`src/rtl/game_timer_pkg.sv`:
```
// ============================================================================
// game_timer_pkg : shared types and constants for the game timer stage
// Rev 1.0
// ============================================================================
`default_nettype none

package game_timer_pkg;

  typedef logic [3:0] bcd_t;

  localparam bcd_t DEFAULT_CFG10S = 4'd0;
  localparam bcd_t MAX_CFG10S     = 4'd9;

  // Two-bit half-second counts indexed by speed; speed 0 behaves as speed 1.
  localparam logic [7:0] SPEED_TO_HALFSECS = {2'd3, 2'd2, 2'd1, 2'd1};

  typedef enum logic [1:0] {
    ST_IDLE    = 2'd0,
    ST_RUN     = 2'd1,
    ST_EXPIRED = 2'd2
  } cd_state_e;

  function automatic logic [1:0] halfsecs_of(input logic [1:0] speed);
    return SPEED_TO_HALFSECS[{speed, 1'b0} +: 2];
  endfunction

endpackage

`default_nettype wire

```
`src/rtl/game_timer_control_halfsec_interval.sv`:
```
// ============================================================================
// halfsec_interval : one-shot interval of N half-seconds, pulses once per arm
// Rev 1.0
// ============================================================================
`default_nettype none

module halfsec_interval
  import game_timer_pkg::*;
#(
  parameter int HALF_CYCLES = 25_000_000
) (
  input  logic       clk,
  input  logic       rst,
  input  logic       enable,
  input  logic [1:0] halfsecs,
  output logic       done_pulse
);

  localparam int CNT_W = $clog2(3 * HALF_CYCLES + 1);

  logic             armed_q;
  logic             done_q;
  logic             pulse_q;
  logic [1:0]       mult_q;
  logic [CNT_W-1:0] cnt_q;

  logic [1:0]       mult_d;
  logic [CNT_W-1:0] cnt_d;
  logic [CNT_W-1:0] target_d;

  // The first enabled cycle already counts, so the pulse lands on cycle N*HALF.
  always_comb begin
    mult_d   = armed_q ? mult_q : halfsecs_of(halfsecs);
    cnt_d    = armed_q ? (cnt_q + CNT_W'(1)) : CNT_W'(1);
    target_d = CNT_W'(mult_d) * CNT_W'(HALF_CYCLES);
  end

  always_ff @(posedge clk) begin
    if (rst || !enable) begin
      armed_q <= 1'b0;
      done_q  <= 1'b0;
      pulse_q <= 1'b0;
      mult_q  <= 2'd0;
      cnt_q   <= '0;
    end else begin
      armed_q <= 1'b1;
      mult_q  <= mult_d;
      pulse_q <= 1'b0;
      if (!done_q) begin
        cnt_q <= cnt_d;
        if (cnt_d == target_d) begin
          pulse_q <= 1'b1;
          done_q  <= 1'b1;
        end
      end
    end
  end

  assign done_pulse = pulse_q;

endmodule

`default_nettype wire

```
`src/rtl/game_timer_control.sv`:
```
// ============================================================================
// game_timer_control : configurable game countdown plus flash/gap interval timers
// Rev 1.0
// ============================================================================
`default_nettype none

module game_timer_control
  import game_timer_pkg::*;
#(
  parameter int CLK_HZ         = 50_000_000,
  parameter int WAIT_HALF_SECS = 1
) (
  input  logic       clk,
  input  logic       rst,
  input  logic       ReConfig,
  input  logic       incrementTime10,
  input  logic       decrementTime10,
  input  logic       timerEnable,
  input  logic [1:0] speedMultiplier,
  input  logic       timerDisplayEnable,
  input  logic       timerWaitEnable,
  output logic       timeout,
  output logic       timeoutDisplay,
  output logic       timeoutWait,
  output logic [3:0] time10s,
  output logic [3:0] time1s
);

  localparam int         SEC_CYCLES    = CLK_HZ;
  localparam int         HALF_CYCLES   = CLK_HZ / 2;
  localparam int         PRESC_W       = $clog2(SEC_CYCLES + 1);
  localparam logic [1:0] WAIT_HALFSECS = 2'(WAIT_HALF_SECS);

  cd_state_e          state_q;
  bcd_t               cfg10s_q;
  bcd_t               cfg10s_d;
  bcd_t               tens_q;
  bcd_t               ones_q;
  bcd_t               tens_dec;
  bcd_t               ones_dec;
  logic [PRESC_W-1:0] presc_q;
  logic               timeout_q;
  logic               edit_ok;

  assign edit_ok = ReConfig && !timerEnable && (incrementTime10 ^ decrementTime10);

  always_comb begin
    cfg10s_d = cfg10s_q;
    if (edit_ok) begin
      if (incrementTime10 && (cfg10s_q < MAX_CFG10S)) begin
        cfg10s_d = cfg10s_q + 4'd1;
      end else if (decrementTime10 && (cfg10s_q > 4'd0)) begin
        cfg10s_d = cfg10s_q - 4'd1;
      end
    end
  end

  always_comb begin
    ones_dec = (ones_q == 4'd0) ? 4'd9 : (ones_q - 4'd1);
    tens_dec = (ones_q == 4'd0) ? (tens_q - 4'd1) : tens_q;
  end

  // Prescaler rests at 0 in IDLE, so the first enabled cycle is count 1 of RUN.
  always_ff @(posedge clk) begin
    if (rst) begin
      state_q   <= ST_IDLE;
      cfg10s_q  <= DEFAULT_CFG10S;
      tens_q    <= DEFAULT_CFG10S;
      ones_q    <= 4'd9;
      presc_q   <= '0;
      timeout_q <= 1'b0;
    end else begin
      cfg10s_q <= cfg10s_d;
      if (!timerEnable) begin
        state_q   <= ST_IDLE;
        tens_q    <= cfg10s_d;
        ones_q    <= 4'd9;
        presc_q   <= '0;
        timeout_q <= 1'b0;
      end else begin
        case (state_q)
          ST_IDLE, ST_RUN: begin
            state_q <= ST_RUN;
            if (presc_q == PRESC_W'(SEC_CYCLES - 1)) begin
              presc_q <= '0;
              tens_q  <= tens_dec;
              ones_q  <= ones_dec;
              if ((tens_dec == 4'd0) && (ones_dec == 4'd0)) begin
                state_q   <= ST_EXPIRED;
                timeout_q <= 1'b1;
              end
            end else begin
              presc_q <= presc_q + PRESC_W'(1);
            end
          end
          ST_EXPIRED: begin
            state_q   <= ST_EXPIRED;
            timeout_q <= 1'b1;
          end
          default: begin
            state_q <= ST_IDLE;
          end
        endcase
      end
    end
  end

  assign timeout = timeout_q;
  assign time10s = tens_q;
  assign time1s  = ones_q;

  halfsec_interval #(
    .HALF_CYCLES (HALF_CYCLES)
  ) u_flash (
    .clk        (clk),
    .rst        (rst),
    .enable     (timerDisplayEnable),
    .halfsecs   (speedMultiplier),
    .done_pulse (timeoutDisplay)
  );

  halfsec_interval #(
    .HALF_CYCLES (HALF_CYCLES)
  ) u_gap (
    .clk        (clk),
    .rst        (rst),
    .enable     (timerWaitEnable),
    .halfsecs   (WAIT_HALFSECS),
    .done_pulse (timeoutWait)
  );

endmodule

`default_nettype wire

```
`config.mk`:
```
export PLATFORM = sky130hd
export DESIGN_NAME = game_timer_control
export DESIGN_NICKNAME = d
export VERILOG_FILES = /design/src/rtl/game_timer_pkg.sv /design/src/rtl/game_timer_control_halfsec_interval.sv /design/src/rtl/game_timer_control.sv
export SDC_FILE = /design/constraint.sdc
export NUM_CORES = 1
export LEC_CHECK = 0
export CAP_MARGIN = 20
export CORE_MARGIN = 10
export CORE_UTILIZATION = 30
export DETAILED_ROUTE_END_ITERATION = 12
export GPL_TIMING_DRIVEN = 0
export PLACE_DENSITY_LB_ADDON = 0.15
export RECOVER_POWER = 100
export REMOVE_ABC_BUFFERS = 1
export SLEW_MARGIN = 0
export SYNTH_ARGS = -nofsm -noshare
export SYNTH_HDL_FRONTEND = slang
export SYNTH_SLANG_ARGS = --single-unit
```
`constraint.sdc`:
```
create_clock -name clk -period 3 [get_ports clk]
set_input_delay 0.45 -clock clk [delete_from_list [all_inputs] [get_ports clk]]
set_output_delay 0.45 -clock clk [all_outputs]
set_load 0.005 [all_outputs]
```
# Word level (Yosys, flattened, before mapping)
# Index checks and enable logic that the tools add are counted.
[word_totals]
reg_bits = 105
latch_bits = 0
mem_bits_rw = 0
rom_bits = 0
input_bits = 10
output_inout_bits = 11
word_cells = 86
memories = 0
[classes]
n_addsub = 7
multipliers = 2
div_mod_pow = 0
order_cmp = 2
eq_ne = 9
shifts = 1
mux = 25
bitwise = 2
n_reduce_logical = 22
[op_table]
columns = ["operator", "n"]
rows = [
  ["27-bit by 1-bit adder with 27-bit output (second input constant)", 2],
  ["27-bit equality test", 2],
  ["27-bit 2-to-1 mux", 2],
  ["2-bit by 19-bit multiplier with 21-bit output (second input constant)", 2],
  ["4-bit 2-to-1 mux", 8],
  ["26-bit by 1-bit adder with 26-bit output (second input constant)", 1],
  ["26-bit equality test (second input constant)", 1],
  ["26-bit 2-to-1 mux", 1],
  ["4-bit logical NOT", 3],
  ["4-bit by 1-bit subtractor with 4-bit output (second input constant)", 3],
  ["1-bit 2-to-1 mux", 8],
  ["2-bit 2-to-1 mux", 4],
  ["2-bit OR reduction", 4],
  ["8-bit by 4-bit variable part select with 2-bit output (first input constant)", 1],
  ["1-bit logical AND", 5],
  ["4-bit by 1-bit adder with 4-bit output (second input constant)", 1],
  ["4-bit by 1-bit greater-than comparator with 1-bit output (second input constant)", 1],
  ["4-bit less-than comparator (second input constant)", 1],
  ["2-bit by 1-bit != test with 1-bit output (second input constant)", 2],
  ["2-bit != test (second input constant)", 2],
  ["2-bit case mux with 2 select lines", 1],
  ["2-bit AND reduction", 2],
  ["1-bit logical NOT", 3],
  ["3-bit AND reduction", 1],
  ["8 further kinds", 9],
]

# Depth between registers and ports, before layout
# Gate-level depths: netlist of the first run.
[depth]
depth_word = 7
depth_mapped = 13
mapped_depth_nobuf = 11

# By module
# From an unflattened synthesis of the first run, not the netlist that was laid out.
[unflattened]
cells_unflattened = 939
hier_area_um2 = 7036.7
[by_module_without_submodules]
columns = ["mod", "n_inst", "cells_each", "area_each_um2", "seq_area_each_um2"]
rows = [
  ["halfsec_interval at u_gap", 1, 339, 2472.4, 640.6],
  ["halfsec_interval at u_flash", 1, 341, 2411.1, 640.6],
  ["game_timer_control", 1, 259, 2153.3, 820.8],
]

# Worst setup path before layout of the first run
# No wires, ideal clock.
[synth_path]
path_kind = "register to register"
startpoint = "reg u_gap.armed_q"
endpoint = "reg u_gap.pulse_q (netlist: u_gap.done_pulse)"
setup_ns = 0.087
arrival_time_ns = 2.865
t_required_ns = 2.913
path_slack_ns = 0.048
stages_incl_launch_ff = 12
path_buffers = 4
period_less_slack_ns = 2.952
cell_sequence = "dfxtp_1 > clkbuf_1 > clkbuf_1 > clkbuf_1 > buf_1 > nand2_1 > ha_1 > o41ai_1 > a211oi_1 > nor4b_1 > nand4_1 > nor4b_2"
[synth_between]
elab_chain_cells = 4
elab_cells_between_ends = 5
classes_between = "mul (1); eq/ne (1); mux (3)"
[synth_lines]
columns = ["item", "line", "text"]
rows = [
  ["start, declared", "game_timer_control_halfsec_interval.sv:21", "logic armed_q;"],
  ["start signal, assigned", "game_timer_control_halfsec_interval.sv:40", "armed_q <= 1'b0;"],
  ["start signal, assigned", "game_timer_control_halfsec_interval.sv:46", "armed_q <= 1'b1;"],
  ["2-bit 2-to-1 mux", "game_timer_control_halfsec_interval.sv:33", "mult_d = armed_q ? mult_q : halfsecs_of(halfsecs);"],
  ["2-bit by 19-bit multiplier with 21-bit output", "game_timer_control_halfsec_interval.sv:35", "target_d = CNT_W'(mult_d) * CNT_W'(HALF_CYCLES);"],
  ["27-bit equality test (*)", "game_timer_control_halfsec_interval.sv:51", "if (cnt_d == target_d) begin"],
  ["1-bit 2-to-1 mux (*)", "game_timer_control_halfsec_interval.sv:51", ""],
  ["end signal, assigned", "game_timer_control_halfsec_interval.sv:42", "pulse_q <= 1'b0;"],
  ["end signal, assigned", "game_timer_control_halfsec_interval.sv:48", "pulse_q <= 1'b0;"],
  ["end signal, assigned", "game_timer_control_halfsec_interval.sv:52", "pulse_q <= 1'b1;"],
  ["end, declared", "game_timer_control_halfsec_interval.sv:23", "logic pulse_q;"],
]
# Every way passes the cells marked *; elsewhere a longest branch is shown, timed or not.
# A chain may end at the register's enable or synchronous reset.

# Final worst setup path of the first run
[layout_path]
startpoint = "reg u_flash.cnt_q[0]"
endpoint = "reg u_flash.pulse_q (netlist: u_flash.done_pulse)"
[layout_between]
elab_chain_cells = 4
[layout_lines]
columns = ["item", "line", "text"]
rows = [
  ["start, declared", "game_timer_control_halfsec_interval.sv:25", "logic [CNT_W-1:0] cnt_q;"],
  ["start signal, assigned", "game_timer_control_halfsec_interval.sv:50", "cnt_q <= cnt_d;"],
  ["27-bit by 1-bit adder with 27-bit output", "game_timer_control_halfsec_interval.sv:34", "cnt_d = armed_q ? (cnt_q + CNT_W'(1)) : CNT_W'(1);"],
  ["27-bit 2-to-1 mux", "game_timer_control_halfsec_interval.sv:34", ""],
  ["27-bit equality test", "game_timer_control_halfsec_interval.sv:51", ""],
  ["1-bit 2-to-1 mux", "game_timer_control_halfsec_interval.sv:51", ""],
  ["end signal, assigned", "game_timer_control_halfsec_interval.sv:42", ""],
  ["end signal, assigned", "game_timer_control_halfsec_interval.sv:48", ""],
  ["end signal, assigned", "game_timer_control_halfsec_interval.sv:52", ""],
  ["end, declared", "game_timer_control_halfsec_interval.sv:23", ""],
]
# Every way passes these cells.

==> results of run 1 <==
[timing repair]
item	CTS	global route
hold buffers	0	0
endpoints found under the hold margin	0	0
buffers inserted	0	2
setup endpoints to repair	4	4
resized for setup	10	16
[critical path, cell delays in order (launching register included)]
cell and delay (ps):
dfxtp_1 450, ha_1 320, nand3_4 200, or4_4 580, or3_1 330, a21oi_1 230
nor4b_1 100, o32ai_2 370, nor4_1 100
[kinds of logic after synthesis]
kind of cell    after synthesis  share of synthesized area
xor+xnor                     62                     0.0775
buf+inv                      87                     0.0498
compound gates              188                      0.173
fa+ha+maj                    17                     0.0300
mux                          20                     0.0293
simple gates                442                      0.340
flops                       105                      0.300
[power groups by stage]
stage	combinational [mW]	clock [mW]	sequential, mW
after floorplan	0.121	0	1.46
after global placement	0.179	0	1.47
after detailed placement	0.193	0	1.46
after CTS	0.196	1.36	1.43
after global routing	0.213	1.40	1.43
final	0.188	1.31	1.43
[final timing paths]
kind,slack (ps),end,start,cells after the start
setup / recovery,170,u_flash.done_pulse,u_flash.cnt_q[0],8
hold reg to reg,500,u_gap.cnt_q[21],u_gap.cnt_q[21],2
hold / removal,500,u_gap.cnt_q[21],u_gap.cnt_q[21],2
setup reg to reg,170,u_flash.done_pulse,u_flash.cnt_q[0],8
[state kept, by name (all words and copies together) (netlist names), 2 cells and up]
signal and cells:
cfg10s_q 4, u_gap.cnt_q 27, state_q 2, u_flash.cnt_q 27, u_gap.mult_q 2, u_flash.mult_q 2
time10s 4, presc_q 26, time1s 4
[Yosys cell counts, types with 3 or more instances]
master	instances	area, µm²
nor2_1	127	477
dfxtp_1	105	2100
a21oi_1	65	325
nand2_1	57	214
nand3_1	45	225
clkbuf_1	41	154
o21ai_0	39	195
nor3_1	35	175
xnor2_1	35	307
nand4_1	34	213
inv_1	29	109
xor2_1	27	236
nand2b_1	20	125
a21o_1	17	128
and3_1	17	106
ha_1	16	200
mux2i_1	16	160
or4_1	16	120
nor4_1	15	93.8
nor2b_1	14	87.6
or3_1	13	81.3
buf_2	10	50.1
o31ai_1	10	75.1
o21a_1	9	67.6
and4_1	8	70.1
nor3b_1	7	52.6
a21boi_0	4	30.0
and2_1	4	25.0
mux2_2	4	45.0
nand4b_1	4	35.0
nor4b_1	4	35.0
o211ai_1	4	30.0
o31a_1	4	35.0
a22oi_1	3	22.5
buf_1	3	11.3
nand3b_1	3	22.5
nor4_2	3	37.5
o21ai_1	3	15.0
[cell type report]
cell class,instances,area (µm²),area share
Multi-Input combinational cell,729,4640,0.592
Sequential cell,105,2110,0.269
Tap cell,313,392,0.0499
Timing Repair Buffer,28,268,0.0341
Clock buffer,9,225,0.0287
Inverter,29,113,0.0144
Clock inverter,7,95.1,0.0121
[per-layer routing]
| metal | part of all wire | wire length, µm |
|---|---|---|
| met1 | 0.51 | 9050 |
| met2 | 0.45 | 7910 |
| met3 | 0.024 | 419 |
| met4 | 0.012 | 216 |
| met5 | 0 | 0 |
[through the flow]
stage / util / std cells / hold slack [ps] / total power [mW]
6_report: 0.344 / 1220 / 502 / 2.92
5_1_grt: 0.344 / 1220 / 530 / 3.05
4_1_cts: 0.344 / 1218 / 506 / 2.99
3_5_place_dp: 0.328 / 1202 / 491 / 1.66
3_3_place_gp: 0.323 / 1196 / 488 / 1.65
2_1_floorplan: - / 863 / 465 / 1.58
==> reports/metrics.cfg, run 1 <==
[min_path]
worstHoldPathType = reg -> reg

[logic_synthesis]
synth_ff_type = dfxtp_1
syn-mean-instance-area_um2 = 7.61
yosys_warnings = 0
synthesis.area_um2 = 7010
syn-instance-count = 921
synth-seq-cells = 105
synth_edf_count = 0
ys_seq_area_frac = 0.300
yosysUniqueCellTypes = 78
async_reset_ff_frac = 0

[clock_network]
numCtsBuffers = 9
path_clk_slew_ps = 80
root_buffer = clkbuf_16
cts_sinks = 105
clock_path_buffers = 2
cts_max_level = 3
cts_tree = done
clk_latency_ps = 360

[die]
die_w_um = 173
die_h_um = 173
core-area_um2 = 22800
row_count = 55
die_area_um2 = 29900
io_pins = 21
start_util = 0.308

[critical_path]
critPathMaxFanout = 12
critPathKind = reg -> reg
crit_arrival_ps = 3030
endpoint_kind = flip-flop
cp.required_ps = 3200
start_kind = flip-flop

[final_layout]
fin_area_um2 = 7850
antenna_cells = 0
area_growth_pct = 12.0
nets = 928
fillers = 2421
layout_commonest_cell = nor2_1
most-common-layout-cells = nor2_1 (126), dfxtp_1 (102), a21oi_1 (65)
layout-drive-gt1-share = 0.0706

[pwr]
combPwrFrac = 0.064
ir_drop_uv = 263
seq_power_share = 0.489
powerDensity_nw_per_um2 = 373
p_sw_frac = 0.261
p_int_mw = 2.16
power_switching_uw = 763
p_leak_nw = 2.66
clkPwrFrac = 0.447

[drt]
wl_mm = 17.6
wl_per_cell_um = 14.4
vias_per_cell = 5.18
first_pass_iters = 5
drc_errors = 0
dr.first_iter.drc_count = 403
ant_nets = 0
vias = 6318

[sta]
finalCritPeriodShare = 0.944
rsz0062_at_grt = false
fmax_ghz = 0.353
clock_skew_ps = 11.5
fin_crit_ps = 2830
finalSetupTns_ps = 0
worst_slew_pin_slew_ps = 1040
slew-limit-headroom = 0.305
slew_violations = 0
setup_viol = 0
hold_viol = 0
layout_setup_ws_ps = 169

[placed_design]
port_buffers = 20
place_congestion = 0.807
placed_cell_area_um2 = 7480
post-place-ws_ps = -853
dp_hpwl_mm = 12.5

[grt]
use_met2 = 0.180
grt_use_met3 = 0.0190
busiest_layer = met2
grt_max_degree = 54
grtUsageMet1 = 0.165
grt_pass1_vias = 5727
grt_pass1_wl_mm = 30.0
antenna_found_initial = 0
overflow = 0
gr-usage-all-layers = 0.117

[run]
drv_cap = 0

[outcome]
status = completed

No activity file was read; power rests on OpenSTA's default activity.
==> run 2, diff against run 1 <==
--- a/config.mk
+++ b/config.mk
@@ -16,4 +16,5 @@
 export SLEW_MARGIN = 0
 export SYNTH_ARGS = -nofsm -noshare
 export SYNTH_HDL_FRONTEND = slang
+export SYNTH_HIERARCHICAL = 1
 export SYNTH_SLANG_ARGS = --single-unit
==> reports/metrics.cfg, run 2 <==
[logic_synthesis]
synth.area.mux_share = 0.0174  ; -0.0119
yosysUniqueCellTypes = 86  ; +10%
synth-simple-area-share = 0.350  ; +0.00993
synth-seq-cells = 105  ; unchanged
async_reset_ff_frac = 0  ; unchanged
synth-adder-area-share = 0.0267  ; -0.00333
synthesis.area_um2 = 7040  ; +0.43%
ys_seq_area_frac = 0.299  ; -0.00128
yosys-top-cells-count = nor2_1 (123), dfxtp_1 (105), nand2_1 (103)
synth_top_area_cell = dfxtp_1
synth_xor_area_frac = 0.0741  ; -0.00335
syn-mean-instance-area_um2 = 7.49  ; -1.5%
synthTopCellsByArea = dfxtp_1 (30%), nor2_1 (6.6%), nand2_1 (5.5%), a21oi_1 (5.2%), xnor2_1 (4.4%)
synth_ff_type = dfxtp_1
synth_top_family_by_area = simple AND/OR/NAND/NOR gates
synth_compound_area_frac = 0.173  ; -0.000205
yosys_warnings = 6  ; +6
synth_edf_count = 0  ; unchanged
synth.top_cell.area_share = 0.299  ; -0.00128
syn-instance-count = 939  ; +2.0%
yosysMostFrequentCell = nor2_1

[grt]
overflow = 0  ; unchanged
busiest_layer = met2
antenna_found_initial = 0  ; unchanged
grt_pass1_vias = 5982  ; +4.5%
gr-usage-all-layers = 0.123  ; +0.00578
grtUsageMet1 = 0.172  ; +0.00650
grt_pass1_wl_mm = 31.5  ; +5.0%
use_met2 = 0.189  ; +0.00953
grt_use_met3 = 0.0244  ; +0.00545
grt_max_degree = 32  ; -41%

[clock_network]
holdBufCountCts = 0  ; unchanged
clock_path_buffers = 2  ; unchanged
clk_latency_ps = 370  ; about the same
cts_sinks = 105  ; unchanged
numCtsBuffers = 9  ; unchanged
cts_tree = done
cts_max_level = 3  ; unchanged
path_clk_slew_ps = 90  ; about the same
root_buffer = clkbuf_16

[final_layout]
nets = 948  ; +2.2%
area_growth_pct = 13.5
antenna_cells = 0  ; unchanged
layout-drive-gt1-share = 0.110  ; +0.0394
reg.largest.list = u_flash/cnt_q x27, u_gap/cnt_q x27, presc_q x26
stdcell_count = 1241  ; +1.7%
utilization = 0.350  ; +0.00510
layout_commonest_cell = nor2_1
most-common-layout-cells = nor2_1 (119), nand2_1 (102), dfxtp_1 (96)

[pwr]
p_total_mw = 3.07  ; +5.1%
powerDensity_nw_per_um2 = 385  ; +3.3%
p_leak_nw = 2.76  ; +3.6%
ir_drop_uv = 224  ; -15%

[critical_path]
crit_family = simple AND/OR/NAND/NOR gates
max_stage_delay_ps = 430  ; -150 ps
start_kind = flip-flop
slowest_stage = dfxtp_1
path_cells = ha_1 > nand3_1 > nor4_2 > mux2i_1 > nor2b_1 > a22oi_1 > a2111oi_0 > o2111ai_1 > nor2_1
cp.required_ps = 3290  ; +90 ps
endpoint_kind = flip-flop
critPathKind = reg -> reg
cp.depth = 9  ; +1
crit_arrival_ps = 3110  ; +80 ps
worst-path-buf-inv = 0  ; unchanged
critPathMaxFanout = 6  ; -6
worstRegToRegCells = 9  ; +1

[sta]
finalCritPeriodShare = 0.939  ; -0.00479
hold_viol = 0  ; unchanged
fin_crit_ps = 2820  ; -14.4 ps
worst_slew_pin_slew_ps = 874  ; -169 ps
slew-limit-headroom = 0.417  ; +0.112
clock_skew_ps = 9.68  ; -1.79 ps
fmax_ghz = 0.355  ; +0.51%
slew_violations = 0  ; unchanged
worst_hold_slack_ps = 477  ; -24.2 ps
setup_viol = 0  ; unchanged

[placed_design]
dp_hpwl_mm = 12.7  ; +1.5%
dpl.cell_count = 1211  ; +0.75%
port_buffers = 20  ; unchanged
place_congestion = 0.829  ; +2.8%

[die]
core-area_um2 = 22800  ; +0.30%
row_count = 55  ; unchanged
io_pins = 21  ; unchanged
die_area_um2 = 30000  ; +0.38%
die_h_um = 173  ; +0.19%
start_util = 0.308  ; +0.000388
die_w_um = 173  ; +0.19%

[drt]
vias = 6475  ; +2.5%
ant_nets = 0  ; unchanged
dr.first_iter.drc_count = 363  ; -9.9%
first_pass_iters = 5  ; unchanged
vias_per_cell = 5.22  ; +0.75%
wl_per_cell_um = 15.2  ; +5.3%
drc_errors = 0  ; unchanged
wl_mm = 18.9  ; +7.1%

[outcome]
status = completed

[run]
drv_cap = 0  ; unchanged

[min_path]
worstHoldPathType = reg -> reg
hold_path_depth = 2  ; unchanged

[run 2: changes by cell type after synthesis, sizes merged, moves of 10 or more]
cell / before / now
nor3: 36 / 47
nor2b: 14 / 4
a21o: 17 / 5
a21oi: 65 / 75
buf: 15 / 29
nand3: 46 / 32
nand2: 57 / 104
[run 2: metal layers]
layer	vias up	part of all wire	wire, µm
met4	0	0.0085	161
met2	94	0.44	8370
met1	3057	0.51	9670
met5	-	0	0
met3	12	0.034	646
li1	3312	-	-
[run 2: cell families after synthesis]
| family | after synthesis |
|---|---|
| other | 2 |
| AO/OA/AOI/OAI | 190 |
| AND/OR/NAND/NOR | 462 |
| XOR/XNOR | 58 |
| multiplexers | 12 |
| flip-flops | 105 |
| adder cells (fa/ha/maj) | 15 |
| buffers and inverters | 95 |
[run 2: cell type report]
| type | count | area, µm² |
|---|---|---|
| Clock buffer | 9 | 225 |
| Clock inverter | 7 | 119 |
| Fill cell | 2472 | 14900 |
| Inverter | 30 | 125 |
| Multi-Input combinational cell | 739 | 4640 |
| Sequential cell | 105 | 2120 |
| Tap cell | 313 | 392 |
| Timing Repair Buffer | 37 | 364 |
| Timing Repair inverter | 1 | 5.00 |
[run 2: final timing paths]
check / startpoint / slack, ps / end
setup / recovery: u_gap/cnt_q[1] / 180 / u_gap/done_pulse
hold / removal: presc_q[1] / 480 / presc_q[1]
hold reg to reg: presc_q[1] / 480 / presc_q[1]
setup reg to reg: u_gap/cnt_q[1] / 180 / u_gap/done_pulse
[run 2: timing repair]
action,in CTS,in global routing
setup endpoints to repair,18,6
gates resized for setup,18,26
setup buffers,2,11
cloned,1,0
pin swaps,1,5
[run 2: worst reg2reg max path: cells and delay by family, from the launching register on]
kind	cells	cell delay, ps
muxes	1	340
DFF	1	430
and+or+nand+nor	4	1050
AOI/OAI and AO/OA	3	660
adders and majority gates	1	280
[run 2: stage by stage]
step | setup WS [ps] | setup TNS, ps | area, µm²
6_report | 183 | 0 | 7990
5_1_grt | -6.55 | -6.55 | 7990
4_1_cts | 4.71 | 0 | 7850
3_5_place_dp | -885 | -4180 | 7420
3_3_place_gp | -1780 | -29310 | 7330
2_1_floorplan | -357 | -1030 | 6740
[run 2: power breakdown]
| part | internal, mW | switching (mW) | leakage, nW |
|---|---|---|---|
| Clock | 0.761 | 0.636 | 0.169 |
| Sequential | 1.40 | 0.0195 | 0.853 |
| Combinational | 0.100 | 0.152 | 1.74 |
==> run 3, diff against run 2 <==
--- a/config.mk
+++ b/config.mk
@@ -7,7 +7,8 @@
 export LEC_CHECK = 0
 export CAP_MARGIN = 20
 export CORE_MARGIN = 10
-export CORE_UTILIZATION = 30
+export CORE_UTILIZATION = 42
+export CTS_CLUSTER_SIZE = 40
 export DETAILED_ROUTE_END_ITERATION = 12
 export GPL_TIMING_DRIVEN = 0
 export PLACE_DENSITY_LB_ADDON = 0.15
==> reports/metrics.cfg, run 3 (same netlist as run 2, synthesis figures left out) <==
[grt]
grt_pass1_vias = 5672  ; -5.2%
gr-usage-all-layers = 0.153  ; +0.0302
antenna_found_initial = 0  ; unchanged
overflow = 0  ; unchanged
grt_pass1_wl_mm = 28.8  ; -8.4%
grt_max_degree = 35  ; +9.4%

[critical_path]
slowest_stage = or4_4
crit_family = simple AND/OR/NAND/NOR gates
worst-path-buf-inv = 0  ; unchanged
crit_arrival_ps = 3130  ; +20 ps
critPathMaxFanout = 8  ; +2
cp.required_ps = 3280  ; about the same
endpoint_kind = flip-flop
critPathKind = reg -> reg
start_kind = flip-flop
path_cells = nand4_4 > or4_4 > or3_1 > a211oi_1 > nand4_1 > a2111oi_2 > nand4_1 > nor2_1
crit_top_cell = nand4_1
max_stage_delay_ps = 620  ; +190 ps

[pwr]
power_switching_uw = 764  ; -5.3%
p_int_mw = 2.17  ; -4.4%
p_sw_frac = 0.261  ; -0.00199
combPwrFrac = 0.083  ; about the same
ir_drop_uv = 278  ; +24%
p_leak_nw = 2.69  ; -2.6%
seq_power_share = 0.487  ; +0.024
powerDensity_nw_per_um2 = 378  ; -1.8%
p_total_mw = 2.93  ; -4.6%
clkPwrFrac = 0.430  ; -0.025

[sta]
hold_viol = 0  ; unchanged
slew_violations = 0  ; unchanged
clock_skew_ps = 13.3  ; +3.61 ps
fmax_ghz = 0.351  ; -1.2%
slew-limit-headroom = 0.402  ; -0.0146
finalCritPeriodShare = 0.950  ; +0.0111
setup_viol = 0  ; unchanged
fin_crit_ps = 2850  ; +33.3 ps
worst_slew_pin_slew_ps = 897  ; +23.1 ps

[die]
die_h_um = 149  ; -14%
start_util = 0.426  ; +0.118
core-area_um2 = 16500  ; -28%
die_area_um2 = 22300  ; -26%
io_pins = 21  ; unchanged
row_count = 47  ; -15%
die_w_um = 149  ; -14%

[placed_design]
dp_hpwl_mm = 11.5  ; -9.0%
port_buffers = 20  ; unchanged
place_congestion = 0.876  ; +5.6%

[final_layout]
utilization = 0.469  ; +0.120
area_growth_pct = 10.2
antenna_cells = 0  ; unchanged
most-common-layout-cells = nor2_1 (122), nand2_1 (103), dfxtp_1 (99)
layout-drive-gt1-share = 0.0923  ; -0.0176
layout_commonest_cell = nor2_1
nets = 941  ; -0.74%
reg.largest.list = u_flash/cnt_q x27, u_gap/cnt_q x27, presc_q x26

[clock_network]
numCtsBuffers = 9  ; unchanged
holdBufCountCts = 0  ; unchanged
path_clk_slew_ps = 70  ; -20 ps
clock_path_buffers = 2  ; unchanged
cts_tree = done
root_buffer = clkbuf_16
clk_latency_ps = 350  ; -20 ps
cts_max_level = 3  ; unchanged
cts_sinks = 105  ; unchanged

[drt]
dr.first_iter.drc_count = 424  ; +17%
vias_per_cell = 5.66  ; +8.4%
wl_mm = 17.3  ; -8.0%
first_pass_iters = 5  ; unchanged
vias = 6456  ; -0.29%
drc_errors = 0  ; unchanged
ant_nets = 0  ; unchanged
wl_per_cell_um = 15.2  ; about the same

[min_path]
worstHoldPathType = reg -> reg

[run]
drv_cap = 0  ; unchanged

[outcome]
status = completed

[run 3: cell types whose count changed in the layout (fill, tap and decap cells not counted), moves of 2 or more]
cell | previous run | this run
buf_4 | 13 | 7
dfxtp_2 | 7 | 4
clkinv_4 | 0 | 4
nor2_2 | 4 | 2
inv_8 | 4 | 1
dfxtp_1 | 96 | 99
nand2b_4 | 2 | 0
nor2_1 | 119 | 122
clkinvlp_4 | 1 | 3
[run 3: worst reg2reg max path: cells and delay by family (launching register included)]
kind             cells  cell delay [ps]
AND/OR/NAND/NOR      6             1660
AO/OA/AOI/OAI        2              600
flip-flops           1              520
[run 3: timing repair]
action | in CTS | in global routing
resized for setup | 16 | 14
pin swaps | 0 | 4
setup endpoints to repair | 4 | 13
endpoints found under the hold margin | 0 | 0
cloned | 1 | 0
setup buffers | 1 | 6
[run 3: path summary, 6_finish.rpt]
path | start | to | slack, ps | cells after the start
min reg2reg | timeout | timeout | 480 | 2
max reg2reg | u_flash/cnt_q[3] | u_flash/done_pulse | 150 | 8
max | u_flash/cnt_q[3] | u_flash/done_pulse | 150 | 8
min | timeout | timeout | 480 | 2
[run 3: metal layers]
| metal | up-vias | share of wire | track usage |
|---|---|---|---|
| met4 | 0 | 0.014 | 0.0422 |
| met3 | 17 | 0.039 | 0.0239 |
| met5 | - | 0 | 0 |
| met2 | 120 | 0.45 | 0.233 |
| li1 | 3317 | - | - |
| met1 | 3002 | 0.50 | 0.219 |
[run 3: cell type report]
class | count | area (µm²)
clock buffers | 9 | 225
clock inverters | 7 | 91.3
fillers | 1638 | 8770
inverters | 30 | 125
multi-input cells | 739 | 4610
flip-flops and latches | 105 | 2110
well taps | 220 | 275
repair buffers | 30 | 310
repair inverters | 1 | 5.00
[run 3: power by group through the flow]
stage / clock network, mW / logic, mW / registers [mW]
final: 1.26 / 0.244 / 1.43
after global routing: 1.35 / 0.273 / 1.43
after CTS: 1.29 / 0.238 / 1.43
after detailed placement: 0 / 0.232 / 1.46
after global placement: 0 / 0.219 / 1.46
after floorplan: 0 / 0.150 / 1.45
[run 3: per-stage QoR]
stage	TNS, ps	hold WS (ps)	setup slack [ps]	cell area [µm²]	std cells
2_1_floorplan	-1030	442	-357	6740	874
3_3_place_gp	-24840	461	-1730	7210	1114
3_5_place_dp	-4720	456	-1340	7280	1117
4_1_cts	0	475	24.0	7670	1135
5_1_grt	-8.89	484	-8.89	7760	1141
6_report	0	477	150	7760	1141
